<file path="config.mk">
export PLATFORM = sky130hd
export DESIGN_NAME = fifo_uart_tx
export DESIGN_NICKNAME = d
export VERILOG_FILES = /design/src/rtl/uart_tx_pkg.sv /design/src/rtl/uart_baud_cnt.sv /design/src/rtl/fifo_uart_tx.sv
export SDC_FILE = /design/constraint.sdc
export NUM_CORES = 1
export LEC_CHECK = 0
export ABC_AREA = 1
export BUFFER_PORTS_ARGS = -buffer_cell sky130_fd_sc_hd__buf_2
export CAP_MARGIN = 20
export CORE_ASPECT_RATIO = 1.2
export CORE_UTILIZATION = 25
export DETAILED_ROUTE_END_ITERATION = 6
export SKIP_LAST_GASP = 1
export SLEW_MARGIN = 30
export SYNTH_ARGS = -nofsm -noshare
export SYNTH_HDL_FRONTEND = slang
export SYNTH_SLANG_ARGS = --single-unit
export TNS_END_PERCENT = 1
</file>
<file path="constraint.sdc">
create_clock -name clk -period 2.08 [get_ports clk]
set_clock_uncertainty 0.1 [all_clocks]
set_input_delay 0.208 -clock clk [delete_from_list [all_inputs] [get_ports clk]]
set_output_delay 0.208 -clock clk [all_outputs]
set_load 0.01 [all_outputs]
</file>
<file path="src/rtl/uart_tx_pkg.sv">
// Shared types and helpers for the FIFO-draining UART transmitter.
// Optional macro PARITY_EN adds an even-parity bit between the data bits and the stop bit.
package uart_tx_pkg;

  localparam int UART_DATA_W = 8;

  typedef enum logic [2:0] {
    IDLE   = 3'd0,
    FETCH  = 3'd1,
    START  = 3'd2,
    DATA   = 3'd3,
`ifdef PARITY_EN
    PARITY = 3'd4,
`endif
    STOP   = 3'd5
  } state_t;

  // Clock cycles between consecutive fifo_rd pulses while the FIFO stays non-empty.
  function automatic int frame_period(input int cpb, input int dw);
`ifdef PARITY_EN
    return (3 + dw) * cpb + 2;
`else
    return (2 + dw) * cpb + 2;
`endif
  endfunction

endpackage

</file>
<file path="src/rtl/uart_baud_cnt.sv">
// Bit-period counter: counts 0..CLKS_PER_BIT-1 while enabled, pulses o_bit_tick on the wrap cycle.
// o_pre_tick fires one cycle earlier so callers can register outputs that must align with the wrap.
module uart_baud_cnt #(
  parameter int CLKS_PER_BIT = 16
) (
  input  logic clk,
  input  logic rst_n,
  input  logic i_en,
  input  logic i_clear,
  output logic o_bit_tick,
  output logic o_pre_tick
);

  localparam int CNT_W = (CLKS_PER_BIT > 1) ? $clog2(CLKS_PER_BIT) : 1;
  localparam logic [CNT_W-1:0] LAST = CNT_W'(CLKS_PER_BIT - 1);
  localparam logic [CNT_W-1:0] PRE  = CNT_W'(CLKS_PER_BIT - 2);

  logic [CNT_W-1:0] r_cnt;

  always_ff @(posedge clk or negedge rst_n) begin
    if (!rst_n) begin
      r_cnt <= '0;
    end else if (i_clear) begin
      r_cnt <= '0;
    end else if (i_en) begin
      if (r_cnt == LAST) begin
        r_cnt <= '0;
      end else begin
        r_cnt <= r_cnt + 1'b1;
      end
    end
  end

  assign o_bit_tick = i_en && (r_cnt == LAST);
  assign o_pre_tick = i_en && (r_cnt == PRE);

endmodule

</file>
<file path="src/rtl/fifo_uart_tx.sv">
// Drains an 8-bit FIFO one byte at a time and serialises each byte as a UART frame (8N1 by default).
// Define PARITY_EN to append an even-parity bit before the stop bit.
module fifo_uart_tx
  import uart_tx_pkg::*;
#(
  parameter int CLKS_PER_BIT = 16,
  parameter int DATA_W       = UART_DATA_W
) (
  input  logic              clk,
  input  logic              rst_n,
  input  logic              fifo_empty,
  input  logic [DATA_W-1:0] fifo_data,
  output logic              fifo_rd,
  output logic              tx,
  output logic              busy,
  output logic              tx_done
);

  localparam int IDX_W = (DATA_W > 1) ? $clog2(DATA_W) : 1;
  localparam logic [IDX_W-1:0] LAST_IDX = IDX_W'(DATA_W - 1);

  state_t            r_state, w_state_next;
  logic [DATA_W-1:0] r_shift, w_shift_next;
  logic [IDX_W-1:0]  r_bit_idx, w_bit_idx_next;
  logic              r_tx, w_tx_next;
  logic              r_busy;
  logic              r_tx_done;
  logic              w_rd;
  logic              w_baud_en;
  logic              w_bit_tick;
  logic              w_pre_tick;
`ifdef PARITY_EN
  logic              r_parity, w_parity_next;
`endif

  assign w_baud_en = (r_state != IDLE) && (r_state != FETCH);

  uart_baud_cnt #(
    .CLKS_PER_BIT(CLKS_PER_BIT)
  ) u_baud_cnt (
    .clk       (clk),
    .rst_n     (rst_n),
    .i_en      (w_baud_en),
    .i_clear   (!w_baud_en),
    .o_bit_tick(w_bit_tick),
    .o_pre_tick(w_pre_tick)
  );

  always_comb begin
    w_state_next   = r_state;
    w_shift_next   = r_shift;
    w_bit_idx_next = r_bit_idx;
    w_rd           = 1'b0;
`ifdef PARITY_EN
    w_parity_next  = r_parity;
`endif
    case (r_state)
      IDLE: begin
        if (!fifo_empty) begin
          w_rd         = 1'b1;
          w_state_next = FETCH;
        end
      end
      FETCH: begin
        w_shift_next  = fifo_data;
`ifdef PARITY_EN
        w_parity_next = ^fifo_data;
`endif
        w_state_next  = START;
      end
      START: begin
        if (w_bit_tick) begin
          w_bit_idx_next = '0;
          w_state_next   = DATA;
        end
      end
      DATA: begin
        if (w_bit_tick) begin
          if (r_bit_idx == LAST_IDX) begin
`ifdef PARITY_EN
            w_state_next = PARITY;
`else
            w_state_next = STOP;
`endif
          end else begin
            w_bit_idx_next = r_bit_idx + 1'b1;
            w_shift_next   = r_shift >> 1;
          end
        end
      end
`ifdef PARITY_EN
      PARITY: begin
        if (w_bit_tick) begin
          w_state_next = STOP;
        end
      end
`endif
      STOP: begin
        if (w_bit_tick) begin
          w_state_next = IDLE;
        end
      end
      default: w_state_next = IDLE;
    endcase

    // tx is registered, so its value is derived from the state being entered.
    w_tx_next = 1'b1;
    case (w_state_next)
      START:   w_tx_next = 1'b0;
      DATA:    w_tx_next = w_shift_next[0];
`ifdef PARITY_EN
      PARITY:  w_tx_next = r_parity;
`endif
      default: w_tx_next = 1'b1;
    endcase
  end

  always_ff @(posedge clk or negedge rst_n) begin
    if (!rst_n) begin
      r_state   <= IDLE;
      r_shift   <= '0;
      r_bit_idx <= '0;
      r_tx      <= 1'b1;
      r_busy    <= 1'b0;
      r_tx_done <= 1'b0;
    end else begin
      r_state   <= w_state_next;
      r_shift   <= w_shift_next;
      r_bit_idx <= w_bit_idx_next;
      r_tx      <= w_tx_next;
      r_busy    <= (w_state_next != IDLE);
      r_tx_done <= (r_state == STOP) && w_pre_tick;
    end
  end

`ifdef PARITY_EN
  always_ff @(posedge clk or negedge rst_n) begin
    if (!rst_n) begin
      r_parity <= 1'b0;
    end else begin
      r_parity <= w_parity_next;
    end
  end
`endif

  // Gated by rst_n so the FIFO is never popped while the transmitter is held in reset.
  assign fifo_rd = w_rd & rst_n;
  assign tx      = r_tx;
  assign busy    = r_busy;
  assign tx_done = r_tx_done;

endmodule
</file>
==> metrics.md <==
| Metric | Value |
|---|---|
| Asr flop ratio synth | `100.0%` |
| Pre-antenna DRT Iters | `4` |
| Post-synth top flop | `dfrtp_1` |
| Final period util | `between 70 and 80%` |
| Setup violators final | `0` |
| DR vias | `828` |
| Slowest stage cell on the critical path | `dfrtp_1` |
| Initial DRC Count | `54` |
| Std-Cell Rows | `25` |
| Wirelength per Cell | `9.672 um` |
| Largest net degree at the start of global routing | `22` |
| Yosys reg bits | `21` |
| Clk sinks | `21` |
| Commonest cells in the netlist | `nand2_1 (34), dfrtp_1 (20), nand3_1 (16)` |
| Layout cells sized above 1 | `a little over a quarter` |
| Max cap viols | `0` |
| Initial antenna violation count | `0` |
| Most frequent CP cell | `nand2_1` |
| Syn_nets | `133` |
| Sequential cell area | `approximately 530 sq um` |
| Fillers | `430` |
| Top cell type's share of synthesized area | `around 48%` |
| Slew margin rel. | `about 81%` |
| Remaining DRCs | `0` |
| Syn Area/Cell | `8.896 sq um` |
| # Post-CTS Setup Buffers | `0` |
| GRT Util Overall | `approximately 10%` |
| Post-synth EDFFs | `0` |
| Cell family with most CP delay | `simple AND/OR/NAND/NOR gates` |
| Register clock-pin slew on the reported worst setup and hold paths | `roughly 70 ps` |
| Peak supply drop | `around 270 uV` |
| Critical Path Source Type | `flop` |
| Starting Density | `a little over a quarter` |
| Total Wirelength | `1857 um` |
| Nets | `roughly 150` |
| Fmax | `619.0 MHz` |
| Post-DP HPWL | `1422 um` |
| IO Port Bufs | `14` |
| H-tree depth | `1` |
| Worst Hold Class | `input pin to flop` |
| Seq/Total Area, Yosys | `50.18%` |
| Vias/cell | `~4.3` |
| Largest area contributor in the netlist | `dfrtp_1` |
| Pwr Total | `~0.0007 W` |
| CTS buffer count | `3` |
| Synth top area cells | `dfrtp_1 (48%), nand2_1 (12%), nand3_1 (7.6%), ha_1 (4.8%), nand2_2 (3.0%)` |
| CP peak stage delay | `approximately 400 ps` |
| Clock period minus worst slack | `between 1500 and 2000 ps` |
| Clock latency on the worst-skew pair | `roughly 250 ps` |
| Vias in the first global route | `slightly above 800` |
| Setup_tns | `0 ps` |
| Req. time, crit path | `roughly 2200 ps` |
| Dominant cell by count in the synthesized netlist | `nand2_1` |
| Synth Warn # | `0` |
| CP Capture Type | `flop` |
| Post-layout util | `a little under a third` |
| I/O pin count | `15` |
| Die H | `between 70 and 80 um` |
| Longest Clk Path Bufs | `2` |
| Final Wtd Congestion | `around 0.79` |
| Worst-path cell chain | `ha_1 > ha_1 > inv_1 > nand2_1 > nand2_1 > nand2_1 > nand2_1 > nand2_1 > nand2_2 > nand2_1 > nand2_1` |
| Outcome | `finished clean` |
| Syn Std Cell Area | `0.001050 sq mm` |
| Leak | `between 0.6 and 0.7 nW` |
| Max FO, Critical Path | `4` |
| WP data arrival | `1720 ps` |
| RSZ-0062 raised after global routing | `false` |
| Die Wd | `roughly 61 um` |
| CTS tree | `done` |
| PD cells | `roughly 570 mW/mm^2` |
| Crit Path Class | `flop to flop` |
| Area of the multi-input gates | `470.5 sq um` |
| Clk root buf | `clkbuf_8` |
| Routed Antenna Nets | `0` |
| Antenna cell count | `0` |
| Final hold vios | `0` |
| Worst path buffer plus inverter count | `1` |
| Core area | `approximately 0.0040 sq mm` |
| P&R area growth vs syn | `19.07%` |
| Max-slew violation count | `0` |
| Yosys cell types | `25` |
| GRT overflow | `0` |
| Die area | `approximately 0.0045 sq mm` |
| Cells after synthesis | `approximately 120` |
| First-pass GRT wire length | `roughly 3300 um` |
| Worst slew pin tran | `~280 ps` |
-- routing by layer --
metal	up-vias	global-route usage (%)	part of all wire, %
met2	21	16.06	46
met3	2	3.191	5.1
met5	-	0	0
li1	425	-	-
met1	380	11.93	48
met4	0	3.030	1.0
-- placed cells by master, fill, tap and decap left out, types with 2 or more instances in the layout --
cell and instances:
o21ai_1 2, nand2_2 5, inv_2 3, nand4_1 2, nand3_2 3, clkbuf_8 3, nor2_1 6, inv_1 7
o21ai_0 2, nand2_1 34, nor2_4 2, nand3_1 16, buf_2 14, ha_1 4, dfrtp_1 20
-- path summary, 6_finish.rpt --
check,slack [ps],end,cells after the start,startpoint
max in group asynchronous,1240,tx,3,rst_n
hold / removal,50,r_shift[7],3,fifo_data[7]
setup reg to reg,460,tx,11,r_bit_idx[0]
hold reg to reg,380,u_baud_cnt.r_cnt[0],1,u_baud_cnt.r_cnt[0]
setup / recovery,460,tx,11,r_bit_idx[0]
min in group asynchronous,370,u_baud_cnt.r_cnt[2],3,rst_n
-- cell families after synthesis --
group,share of synthesized area [%]
flip-flops,50.18
AO/OA/AOI/OAI,4.649
XOR/XNOR,0.8345
AND/OR/NAND/NOR,34.57
buffers and inverters,5.007
adder cells (fa/ha/maj),4.768
-- power breakdown --
part           internal, W  switching, W  total [W]
combinational    0.0000140     0.0000167  0.0000306
clock             0.000136      0.000122   0.000258
sequential        0.000416    0.00000362   0.000419
-- worst min-delay path, stage by stage --
cell and delay (ps):
buf_2 80, nand2_1 40, nand2_1 50
-- stage by stage --
stage	worst slack [ps]	area, sq um	std cells	hold WS, ps
2_1_floorplan	616.8	1050	118	-187.6
3_3_place_gp	516.7	1195	187	108.1
3_5_place_dp	483.9	1195	187	112.5
4_1_cts	464.0	1250	192	46.72
5_1_grt	284.9	1250	192	73.11
6_report	464.4	1250	192	52.22
-- sequential cells by signal, indices dropped and copies added, names as in the netlist --
signal            flops
tx_done               1
tx                    1
r_shift               8
u_baud_cnt.r_cnt      4
r_state               3
r_bit_idx             3
busy                  1
-- layout make-up --
cell class | instances | area share [%]
Tap cell | 54 | 5.405
Multi-Input combinational cell | 85 | 37.64
Sequential cell | 21 | 42.14
Inverter | 12 | 4.204
Clock buffer | 4 | 3.604
Timing Repair Buffer | 16 | 7.007
-- repair_timing --
item | 4_1_cts | 5_1_grt
setup endpoints to repair | 0 | 0
hold endpoints to repair | 20 | 0
hold buffers | 1 | 0
resized for setup | 0 | 0
No activity file was read; power rests on OpenSTA's default activity.
